===== src/rtl/iter_muldiv_unit.sv =====
// Iterative RV32M/RV64M multiply/divide unit for the EX stage.
// Shift-add multiply and restoring divide, one bit per cycle, with a
// start/busy/done handshake and a flush input for branch squash.
// Division by zero and signed overflow finish without iterating.
module iter_muldiv_unit #(
  parameter  int XLEN  = 32,
  localparam int CNT_W = $clog2(XLEN) + 1
) (
  input  logic            clk,
  input  logic            rst,
  input  logic            start,
  input  logic [2:0]      func3,
  input  logic [XLEN-1:0] op_a,
  input  logic [XLEN-1:0] op_b,
  input  logic            flush,
  output logic            busy,
  output logic            done,
  output logic [XLEN-1:0] result
);

  localparam logic [2:0] F_MUL    = 3'b000;
  localparam logic [2:0] F_MULH   = 3'b001;
  localparam logic [2:0] F_MULHSU = 3'b010;
  localparam logic [2:0] F_MULHU  = 3'b011;
  localparam logic [2:0] F_DIV    = 3'b100;
  localparam logic [2:0] F_DIVU   = 3'b101;
  localparam logic [2:0] F_REM    = 3'b110;
  localparam logic [2:0] F_REMU   = 3'b111;

  localparam logic [XLEN-1:0] MIN_NEG = {1'b1, {(XLEN-1){1'b0}}};

  typedef enum logic [1:0] {
    S_IDLE = 2'd0,
    S_CALC = 2'd1,
    S_FIN  = 2'd2
  } state_t;

  state_t state_q, state_nxt;

  // Latched operation context.
  logic [2:0]        f3_q;
  logic              neg_q;     // negate final product/quotient/remainder
  logic [CNT_W-1:0]  cnt_q;
  logic [XLEN-1:0]   mcand_q;   // multiplicand (mul) or divisor (div)
  logic [2*XLEN-1:0] prod_q;    // product (mul); low half is quotient (div)
  logic [XLEN:0]     rem_q;     // partial remainder, extra bit holds borrow
  logic              busy_q;
  logic              done_q;
  logic [XLEN-1:0]   result_q;

  // Accept-time operand decode, evaluated on the raw inputs.
  logic            a_signed, b_signed, a_neg, b_neg;
  logic [XLEN-1:0] a_mag, b_mag;
  logic            div_zero, div_ovf, fast;
  logic [XLEN-1:0] fast_val;

  assign a_signed = (func3 == F_MUL) || (func3 == F_MULH) || (func3 == F_MULHSU) ||
                    (func3 == F_DIV) || (func3 == F_REM);
  assign b_signed = (func3 == F_MUL) || (func3 == F_MULH) ||
                    (func3 == F_DIV) || (func3 == F_REM);
  assign a_neg    = a_signed && op_a[XLEN-1];
  assign b_neg    = b_signed && op_b[XLEN-1];
  assign a_mag    = a_neg ? -op_a : op_a;
  assign b_mag    = b_neg ? -op_b : op_b;

  assign div_zero = func3[2] && (op_b == '0);
  assign div_ovf  = ((func3 == F_DIV) || (func3 == F_REM)) &&
                    (op_a == MIN_NEG) && (op_b == '1);
  assign fast     = div_zero || div_ovf;
  // REM/REMU have func3[1] set; DIV/DIVU do not.
  assign fast_val = div_zero ? (func3[1] ? op_a : '1)
                             : (func3[1] ? '0   : op_a);

  // One multiply step: conditional add into the upper half, then shift
  // right together with the carry out of that add.
  logic [XLEN:0]     mul_sum;
  logic [2*XLEN-1:0] mul_nxt;

  assign mul_sum = prod_q[0] ? ({1'b0, prod_q[2*XLEN-1:XLEN]} + {1'b0, mcand_q})
                             :  {1'b0, prod_q[2*XLEN-1:XLEN]};
  assign mul_nxt = {mul_sum, prod_q[XLEN-1:1]};

  // One restoring divide step: bring in the next dividend bit, trial
  // subtract, keep the difference only when it did not borrow.
  logic [XLEN:0]   div_shift;
  logic [XLEN+1:0] div_diff;
  logic            div_borrow;
  logic [XLEN:0]   rem_nxt;
  logic [XLEN-1:0] quo_nxt;

  assign div_shift  = {rem_q[XLEN-1:0], prod_q[XLEN-1]};
  assign div_diff   = {1'b0, div_shift} - {2'b00, mcand_q};
  assign div_borrow = div_diff[XLEN+1];
  assign rem_nxt    = div_borrow ? div_shift : div_diff[XLEN:0];
  assign quo_nxt    = {prod_q[XLEN-2:0], ~div_borrow};

  // Sign fix-up and result selection from the values the last step produces.
  logic [2*XLEN-1:0] prod_fin;
  logic [XLEN-1:0]   quo_fin, rem_fin, calc_res;

  assign prod_fin = neg_q ? -mul_nxt : mul_nxt;
  assign quo_fin  = neg_q ? -quo_nxt : quo_nxt;
  assign rem_fin  = neg_q ? -rem_nxt[XLEN-1:0] : rem_nxt[XLEN-1:0];

  always_comb begin
    // NOTE: every signal written in always_comb gets a default first so no path leaves it unassigned (which would infer a latch).
    calc_res = prod_fin[2*XLEN-1:XLEN];
    case (f3_q)
      F_MUL:          calc_res = prod_fin[XLEN-1:0];
      F_DIV, F_DIVU:  calc_res = quo_fin;
      F_REM, F_REMU:  calc_res = rem_fin;
      default:        calc_res = prod_fin[2*XLEN-1:XLEN];
    endcase
  end

  logic accept, step, last_step;

  assign accept    = (state_q == S_IDLE) && start;
  assign step      = (state_q == S_CALC) && !flush;
  assign last_step = step && (cnt_q == CNT_W'(1));

  // Next-state logic: accept, iterate, finish, or abandon on flush.
  always_comb begin
    state_nxt = state_q;
    case (state_q)
      S_IDLE: if (start) state_nxt = fast ? S_FIN : S_CALC;
      S_CALC: begin
        if (flush)                      state_nxt = S_IDLE;
        else if (cnt_q == CNT_W'(1))    state_nxt = S_FIN;
      end
      S_FIN:   state_nxt = S_IDLE;
      default: state_nxt = S_IDLE;
    endcase
  end

  // State register plus registered busy/done decoded from the next state.
  always_ff @(posedge clk) begin
    // NOTE: sequential state uses non-blocking (<=) so every flop samples pre-edge values regardless of statement order.
    if (rst) begin
      state_q <= S_IDLE;
      busy_q  <= 1'b0;
      done_q  <= 1'b0;
    end else begin
      state_q <= state_nxt;
      busy_q  <= (state_nxt != S_IDLE);
      done_q  <= (state_nxt == S_FIN);
    end
  end

  // Datapath: latch operands at accept, step once per CALC cycle, capture result.
  always_ff @(posedge clk) begin
    if (rst) begin
      f3_q     <= '0;
      neg_q    <= 1'b0;
      cnt_q    <= '0;
      mcand_q  <= '0;
      prod_q   <= '0;
      rem_q    <= '0;
      result_q <= '0;
    end else if (accept) begin
      f3_q    <= func3;
      neg_q   <= (func3 == F_REM) ? a_neg : (a_neg ^ b_neg);
      cnt_q   <= CNT_W'(XLEN);
      mcand_q <= func3[2] ? b_mag : a_mag;
      prod_q  <= {{XLEN{1'b0}}, (func3[2] ? a_mag : b_mag)};
      rem_q   <= '0;
      if (fast) result_q <= fast_val;
    end else if (step) begin
      cnt_q <= cnt_q - CNT_W'(1);
      if (f3_q[2]) begin
        prod_q <= {{XLEN{1'b0}}, quo_nxt};
        rem_q  <= rem_nxt;
      end else begin
        prod_q <= mul_nxt;
      end
      if (last_step) result_q <= calc_res;
    end
  end

  assign busy   = busy_q;
  assign done   = done_q;
  assign result = result_q;

endmodule


===== config.mk =====
export PLATFORM = sky130hd
export DESIGN_NAME = iter_muldiv_unit
export DESIGN_NICKNAME = d
export VERILOG_FILES = /design/src/rtl/iter_muldiv_unit.sv
export SDC_FILE = /design/constraint.sdc
export NUM_CORES = 1
export LEC_CHECK = 0
export BUFFER_PORTS_ARGS = -buffer_cell sky130_fd_sc_hd__buf_2
export CAP_MARGIN = 0
export CORE_ASPECT_RATIO = 1.4
export CORE_UTILIZATION = 45
export DETAILED_ROUTE_END_ITERATION = 6
export PLACE_DENSITY = 0.69
export SLEW_MARGIN = 25
export SYNTH_ARGS = -nofsm -noshare
export SYNTH_HDL_FRONTEND = slang
export SYNTH_SLANG_ARGS = --single-unit

===== constraint.sdc =====
create_clock -name clk -period 5.49 [get_ports clk]
set_input_delay 1.098 -clock clk [delete_from_list [all_inputs] [get_ports clk]]
set_output_delay 1.098 -clock clk [all_outputs]
set_load 0.05 [all_outputs]

# Word level (Yosys, flattened, before mapping)
# Index checks and enable logic that the tools add are counted.
[word_totals]
ff_bits = 174
[op_classes]
addsub = 8
n_bitwise = 2
n_mux = 28
eq_ne = 14
reduce_logical = 29
[op_table]
columns = ["op", "n"]
rows = [
  ["$mux W32", 16],
  ["$mux W64", 2],
  ["$neg A32 Y32", 4],
  ["$pmux W32 S3", 1],
  ["$eq A32 B32 Y1 const B", 2],
  ["$neg A64 Y64", 1],
  ["$sub A33 B32 Y34", 1],
  ["$add A32 B32 Y33", 1],
  ["$mux W33", 1],
  ["$logic_not A32 Y1", 1],
  ["$eq A3 B3 Y1 const B", 6],
  ["$mux W6", 2],
  ["$logic_and A1 B1 Y1", 8],
  ["$logic_or A1 B1 Y1", 8],
  ["$mux W2", 4],
  ["$eq A6 B1 Y1 const B", 1],
  ["$logic_not A3 Y1", 2],
  ["$reduce_bool A2 Y1", 3],
  ["$reduce_or A2 Y1", 3],
  ["$sub A6 B1 Y6 const B", 1],
  ["$pmux W2 S2", 1],
  ["$eq A3 B1 Y1 const B", 1],
  ["$eq A3 B2 Y1 const B", 1],
  ["$reduce_and A3 Y1", 1],
  ["other kinds (9)", 9],
]

# Logic depth before layout (Yosys ltp)
# Gate-level depths: netlist of the first run.
[logic_depth]
word_depth = 9
depth_mapped = 27
ltp_nobuf = 22

# Least setup slack after synthesis of the first run
# Ideal clock, no wire load.
[synth_path]
path_kind = "register to register"
start = "register mcand_q[16]"
end = "register result_q[24], in the netlist result[24]"
path_stages_with_launch = 28
path_buffers = 5
path_slack_ns = -0.140
required_time_ns = 5.419
t_arrival_ns = 5.559
period_less_slack_ns = 5.630
setup_time_ns = 0.071
cell_sequence = "dfxtp_1 -> inv_1 -> ha_1 -> clkbuf_1 -> nand4_1 -> nor4_1 -> o21ai_1 -> a31oi_1 -> or2_1 -> buf_2 -> buf_1 -> buf_2 -> buf_1 -> nand2_1 -> o21ai_0 -> ha_1 -> inv_1 -> nor3_1 -> nand3_1 -> or3_1 -> nor3_1 -> a41oi_1 -> or2_2 -> o41ai_1 -> xor2_1 -> nand2_1 -> a221o_1 -> a21oi_1"
[synth_via]
elab_chain_len = 8
elab_cells_between_ends = 15
classes_between = "5 x add/sub; 9 x mux; 1 x bitwise"
[synth_lines]
columns = ["item", "line_no", "source"]
rows = [
  ["start: declaration", "44", "logic [XLEN-1:0] mcand_q;"],
  ["start signal: assignment", "164", "mcand_q <= func3[2] ? b_mag : a_mag;"],
  ["$add A32 B32 Y33 or $sub A33 B32 Y34 (tied branches)", "79, 92", ""],
  ["$mux W33 (tied with other cells)", "79", "assign mul_sum = prod_q[0] ? ({1'b0, prod_q[2*XLEN-1:XLEN]} + {1'b0, mcand_q})"],
  ["$neg A64 Y64 (tied with other cells)", "101", "assign prod_fin = neg_q ? -mul_nxt : mul_nxt;"],
  ["$mux W64 (tied with other cells)", "101", ""],
  ["$pmux W32 S3 (*)", "108", "case (f3_q)"],
  ["$mux W32 (*)", "176", "if (last_step) result_q <= calc_res;"],
  ["$mux W32 (*)", "168", "end else if (step) begin"],
  ["$mux W32 (*)", "160", "end else if (accept) begin"],
  ["end signal: assignment", "167", "if (fast) result_q <= fast_val;"],
  ["end signal: assignment", "176", ""],
  ["end: declaration", "49", "logic [XLEN-1:0] result_q;"],
]
# Every way passes the cells marked *; elsewhere a longest branch is shown, timed or not. The select of a mux whose other input is x is not followed.
# A chain may end at the register's enable or synchronous reset.

# Worst setup path in the final report of the first run
[layout_path]
start = "register mcand_q[17]"
end = "register result_q[28], in the netlist result[28]"
# The elaborated chain is that of the path after synthesis.

==> results of run 1 <==
[tightest hold or removal path: stages (launching register included)]
cell and delay (ns):
dfxtp_1 0.31, nand2_1 0.06, a21oi_1 0.05
[cell usage in the layout (no fill, tap or decap), drive strengths merged, types with 61 or more instances in the layout]
cell	count
dfxtp	174
nor3	89
xnor2	103
ha	72
nand2	305
xor2	90
a211oi	87
buf	169
o21ai	165
nor2	333
o211ai	77
mux2i	61
a21oi	269
inv	75
[state kept, by name (all words and copies together) (netlist names)]
name / cells
rem_q: 32
mcand_q: 32
state_q: 2
neg_q: 1
busy: 1
prod_q: 64
cnt_q: 6
done: 1
result: 32
f3_q: 3
[stage by stage]
step / cells / power [mW] / cell area [um^2] / TNS, ns
after floorplan: 2668 / 2.49 / 18200 / 0
after detailed placement: 3151 / 3.04 / 19100 / 0
after CTS: 3182 / 4.32 / 19700 / 0
after global routing: 3183 / 4.54 / 19700 / -0.0114
after global placement: 3151 / 3.03 / 19100 / 0
final: 3185 / 4.38 / 19700 / 0
[where the power goes]
part / internal (mW) / switching (mW)
sequential: 1.31 / 0.0990
combinational: 0.561 / 1.12
clock: 0.692 / 0.594
total: 2.56 / 1.81
[repair_timing]
item | 4_1_cts | 5_1_grt
resized for setup | 0 | 13
buffers inserted | 0 | 1
endpoints found under the setup margin | 0 | 10
[final timing paths]
| kind | from | endpoint | cells past startpoint |
|---|---|---|---|
| max | mcand_q[17]$_SDFFE_PP0P_ | result[28]$_SDFFE_PP0P_ | 15 |
| min | result[2]$_SDFFE_PP0P_ | result[2]$_SDFFE_PP0P_ | 2 |
| max reg2reg | mcand_q[17]$_SDFFE_PP0P_ | result[28]$_SDFFE_PP0P_ | 15 |
| min reg2reg | result[2]$_SDFFE_PP0P_ | result[2]$_SDFFE_PP0P_ | 2 |
[layer usage]
layer  up-vias  track usage [%]
met5         -                0
met4         2             32.2
met3       250             6.41
met2       998             60.6
met1      9788             44.0
li1       9636                -
[final cells by class]
| class | instances | area, um^2 |
|---|---|---|
| Antenna cell | 2 | 5.00 |
| Clock buffer | 21 | 492 |
| Clock inverter | 10 | 101 |
| Fill cell | 4070 | 19900 |
| Inverter | 72 | 270 |
| Multi-Input combinational cell | 2209 | 13700 |
| Sequential cell | 174 | 3490 |
| Tap cell | 528 | 661 |
| Timing Repair Buffer | 169 | 1020 |
[logic make-up after synthesis]
family | count (synthesis) | share of synthesized area, %
XOR/XNOR | 193 | 9.31
buffers and inverters | 285 | 6.03
flip-flops | 174 | 19.2
adder cells (fa/ha/maj) | 74 | 5.18
AND/OR/NAND/NOR | 991 | 25.2
AO/OA/AOI/OAI | 881 | 31.2
multiplexers | 70 | 3.92
==> results.md, run 1 <==
* Met2 Wirelength at about 36,000 um
* DRT met1 WL at around 30,000 um
* Drt first pass iters at 6
* Leakage at ~7.2 nW
* FP Rows at 86
* Mapped Avg Cell Area at approximately 6.8 um^2
* GP Congestion at 1.03
* Slowest stage delay, CP at approximately 0.74 ns
* Peak VDD IR at 0.000258 V
* DPL Wire Length at about 60,000 um
* R2R setup slack at 0.21 ns
* Total global routing overflow at 0
* Initial Utilization at 45.9%
* Area leader, netlist: dfxtp_1
* Die Y at around 240 um
* Tot GR Track Use at a little under two fifths
* Period utilization at 96.1%
* Critical path fanouts, max at 8
* Total of max-cap violations at 0
* Critical Path Slowest Stage Cell: o21ai_0
* NumNets Final at between 2k and 3k
* Final hold vios at 0
* CP most frequent cell: buf_4
* Setup ws final at 0.214 ns
* Count leader, synth: nor2_1
* DIE WIDTH at approximately 170 um
* Die area at 0.0412 mm^2
* Uppermost layer routed: met5
* Worst hold margin at between 0.4 and 0.5 ns
* Insertion delay to the later sink of the worst-skew pair at between 0.4 and 0.5 ns
* Routed Antenna Nets at 0
* Post-Route WL at around 78,000 um
* CP startpoint kind: flip-flop
* Layout cell share with drive strength beyond 1 at between 10 and 15%
* Ys async rst share at 0%
* Cell Pwr Density at between 200 and 250 mW/mm^2
* Clock transition at path regs at about 0.07 ns
* Routed met3 length at about 5600 um
* Syn_nets at around 2.8k
* Synthesized instance count at approximately 2.7k
* Pin count of the biggest net entering global routing at 79
* Post-synthesis cell area at around 0.018 mm^2
* Post-synth top area share at approximately a fifth
* First-pass GRT wire length at ~120,000 um
* Top cells by count, synth: nor2_1, nand2_1, a21oi_1, clkbuf_1, dfxtp_1
* Avg WL per Cell at around 25 um
* Maximum clock frequency at around 190 MHz
* Deepest clock path buffer count at 2
* Number of flops mapped to enable cells by yosys at 0
* HP Class: reg2reg
* Sequential area share after synthesis at 19.2%
* H-tree depth at 4
* Synth-to-Final Area Change at 8.56%
* Prevailing post-synth register cell: dfxtp_1
* Initial antenna violation count at 3
* Slew HR at a little over a quarter
* Clk root buf: clkbuf_16
* Kind of cell adding the most delay to the critical path: compound AO/OA/AOI/OAI gates
* Vias in the first global route at 19.0k
* Sink Count at between 150 and 200
* DRT iter0 DRCs at roughly 2.2k
* Core ar. at ~0.040 mm^2
* Crit-path cells: buf_4 > ha_1 > nand2_1 > o21ai_0 > nor2_1 > a31oi_1 > o221ai_1 > nor4_1 > buf_4 > or4b_2 > or2_2 > o41ai_1 > xnor2_1 > o211ai_1 > a211oi_1
* CTS tree: built
* Yosys warning count at 0
* Total number of vias at between 20k and 25k
* Vias per std cell at around 6.5
* Crit path arrival time at between 5 and 6 ns
* I/O pin total at between 100 and 150
* # DRC at 0
* Status: finished clean
* Worst Clk Skew at 0.0142 ns
* Dpl ws at roughly 0.21 ns
* Post-layout util at around half
* PortBufs at 104
* Synth Register Bits at approximately 170
* Synth area leaders: dfxtp_1, a21oi_1, nor2_1
* WS Path Type: reg2reg
* Post-CTS Hold Buffers at 0
* Worst Tran Pin Value at ~1.1 ns
* Slew Viols, Final at 0
* WP buf/inv at 2
* Worst EP required at just under 6 ns
* CP endpoint kind: flip-flop
* Synth unique cells at 83
* Final setup viols at 0
* CTS Buf Count at 17
* Fin crit period at around 5.3 ns
(Power assumes the default switching activity.)
==> run 2: changes to the inputs <==
Settings changed: CORE_UTILIZATION 45 to 50, HOLD_SLACK_MARGIN set to 0.03, PLACE_DENSITY 0.69 to 0.75.
==> results.md, run 2 (same netlist as run 1, synthesis figures left out) <==
* Final hold vios at 0 (unchanged)
* CTS tree: built
* Post-CTS Hold Buffers at 0 (unchanged)
* Fin Setup TNS at 0 ns (unchanged)
* Peak VDD IR at 0.000256 V (-0.64%)
* Status: finished clean
* Vias per std cell at 6.67 (+2.8%)
* Area of the multi-input gates at 0.0137 mm^2 (about the same)
* Register area at 0.00349 mm^2 (unchanged)
* Sink Count at 174 (unchanged)
* Initial Utilization at 50.7% (+4.9 points)
* Die Y at 228 um (-5.1%)
* Routed Antenna Nets at 0 (unchanged)
* Int Power at 2.55 mW (-0.61%)
* Worst Hold End: result[2]$_SDFFE_PP0P_
* Pwr Total at 4.41 mW (+0.74%)
* Tot GR Track Use at 41.5% (+3.5 points)
* Fin crit period at 5.08 ns (-0.199 ns)
* Slew HR at 23.7% (-2.6 points)
* GP Congestion at 1.04 (+1.3%)
* # DRC at 0 (unchanged)
* ANT cells at 0 (-2)
* Met2 usage at 65.8% (+5.1 points)
* Critical path fanouts, max at 8 (unchanged)
* Most common cell after layout, fill and taps aside: nor2_1
* Crit path arrival time at 5.47 ns (-0.18 ns)
* Total global routing overflow at 0 (unchanged)
* DRT iter0 DRCs at 2,501 (+11%)
* Vias in the first global route at 18.8k (-0.88%)
* Maximum clock frequency at 197 MHz (+3.9%)
* H-tree depth at 4 (unchanged)
* RR Startpoint: mcand_q[1]$_SDFFE_PP0P_
* Die area at 0.0371 mm^2 (-9.9%)
* Initial antenna violation count at 2 (-1)
* Synth-to-Final Area Change at 8.37%
* Worst Clk Skew at 0.0139 ns (-0.000264 ns)
* Combinational Power Share at 38.6% (+0.2 points)
* CTS Buf Count at 17 (unchanged)
* Worst R2R Path Depth at 21 (+6)
* Clk root buf: clkbuf_16
* R2R setup slack at 0.41 ns (+0.20 ns)
* Avg WL per Cell at 25.0 um (+1.5%)
* Leakage at 7.25 nW (+0.28%)
* First-pass GRT wire length at 115,000 um (-1.3%)
* PortBufs at 104 (unchanged)
* Clock power share at 29.6% (+0.2 points)
* Switching Fraction at 42.2% (+0.78 points)
* RSZ-0062 raised after global routing: false
* Layout cell share with drive strength beyond 1 at 10.3% (+0.25 points)
* Switching pwr at 1.86 mW (+2.6%)
* WS Path Type: reg2reg
* CP endpoint kind: flip-flop
* Hold-critical path depth at 2 (unchanged)
* HP Class: reg2reg
* Sequential Power Share at 31.9% (-0.3 points)
* Clock transition at path regs at 0.08 ns (about the same)
* Global routing's busiest layer: met2
* Final setup viols at 0 (unchanged)
* Largest register FFs at 64 (unchanged)
* NumNets Final at 2,791 (+0.11%)
* Core ar. at 0.0358 mm^2 (-9.6%)
* Met1 usage at 47.9% (+3.8 points)
* Drt first pass iters at 5 (-1)
* Insertion delay to the later sink of the worst-skew pair at 0.47 ns (about the same)
* Worst hold margin at 0.459 ns (-0.0116 ns)
* CP startpoint kind: flip-flop
* Fill count at 3,606 (-11%)
* Most frequent cells in the layout: nor2_1, nand2_1, a21oi_1
* Post-Route WL at 78,100 um (-0.51%)
* Pin count of the biggest net entering global routing at 78 (-1.3%)
* Hold Startpoint: result[2]$_SDFFE_PP0P_
* Worst EP required at 5.88 ns (+0.02 ns)
* DIE WIDTH at 163 um (-5.1%)
* Total of max-cap violations at 0 (unchanged)
* Total number of vias at 20.8k (+0.74%)
* Worst Tran Pin Value at 1.13 ns (+0.0336 ns)
* Met3 usage at 7.31% (+0.89 points)
* Deepest clock path buffer count at 2 (unchanged)
* FP Rows at 82 (-4.7%)
* Top reg by flops: prod_q
* Period utilization at 92.5% (-3.6 points)
* Slew Viols, Final at 0 (unchanged)
* I/O pin total at 105 (unchanged)
* Worst R2R End: result[24]$_SDFFE_PP0P_
* DPL Wire Length at 60,800 um (-0.83%)
* Cell Pwr Density at 224 mW/mm^2 (+0.91%)
run 2: cell types whose count changed in the layout (fill, tap and decap cells not counted), moves of 2 or more:
cell / previous run / this run
inv_8: 1 / 4
clkinv_2: 2 / 0
buf_4: 65 / 67
diode_2: 2 / 0
run 2: worst max-delay path, cell delays in order (launching register included):
cell	delay, ns
dfxtp_1	0.37
inv_1	0.12
ha_1	0.30
nor2b_1	0.14
o31a_1	0.30
o21ai_2	0.33
a31oi_2	0.15
or2_4	0.31
mux2i_1	0.26
ha_1	0.27
inv_1	0.09
nor3_1	0.16
nand3_1	0.12
or3_1	0.34
nor3_2	0.16
a41oi_1	0.10
or2_2	0.36
o41ai_1	0.37
xor2_1	0.18
nand2_1	0.08
a221o_1	0.33
a21oi_1	0.14
run 2: power groups by stage:
| stage | clock (mW) | sequential (mW) | combinational [mW] |
|---|---|---|---|
| after floorplan | 0 | 1.37 | 1.11 |
| after global placement | 0 | 1.43 | 1.61 |
| after detailed placement | 0 | 1.43 | 1.62 |
| after CTS | 1.31 | 1.40 | 1.63 |
| after global routing | 1.35 | 1.41 | 1.81 |
| final | 1.30 | 1.41 | 1.70 |
run 2: what timing repair did:
item                       4_1_cts  5_1_grt
setup endpoints to repair        0       11
gates resized for setup          0       16
setup buffers                    0        1
run 2: layout make-up:
type,instances,share of cell area (%)
multi-input cells,2209,69.5
flip-flops and latches,174,17.7
repair buffers,172,5.38
well taps,462,2.94
clock buffers,19,2.30
inverters,72,1.37
clock inverters,13,0.750
run 2: worst max path at each step:
stage                                   from                 endpoint  slack [ns]  cells past startpoint
global placement     mcand_q[8]$_SDFFE_PP0P_  result[24]$_SDFFE_PP0P_        0.32                     21
CTS                  mcand_q[8]$_SDFFE_PP0P_  result[30]$_SDFFE_PP0P_        0.10                     21
global route         prod_q[31]$_SDFFE_PP0P_  result[25]$_SDFFE_PP0P_        0.02                     17
detailed placement   mcand_q[8]$_SDFFE_PP0P_  result[30]$_SDFFE_PP0P_        0.12                     21
floorplan           mcand_q[16]$_SDFFE_PP0P_  result[24]$_SDFFE_PP0P_        0.08                     27
finish               mcand_q[1]$_SDFFE_PP0P_  result[24]$_SDFFE_PP0P_        0.41                     21
run 2: metrics by stage:
| step | area [um^2] | util (%) | std cells | setup slack [ns] |
|---|---|---|---|---|
| after global routing | 19700 | 55.0 | 3121 | 0.0250 |
| after floorplan | 18200 | - | 2668 | 0.0793 |
| after global placement | 19000 | 53.1 | 3088 | 0.322 |
| after CTS | 19600 | 54.8 | 3120 | 0.103 |
| final | 19700 | 55.0 | 3121 | 0.412 |
| after detailed placement | 19000 | 53.1 | 3088 | 0.118 |
run 2: metal layers:
| metal | vias to the layer above | share of wire (%) | wire [um] |
|---|---|---|---|
| met5 | - | 0.031 | 24 |
| met4 | 4 | 10 | 7820 |
| met3 | 316 | 8.6 | 6690 |
| met2 | 1173 | 45 | 35000 |
| met1 | 9674 | 37 | 28500 |
| li1 | 9659 | - | - |
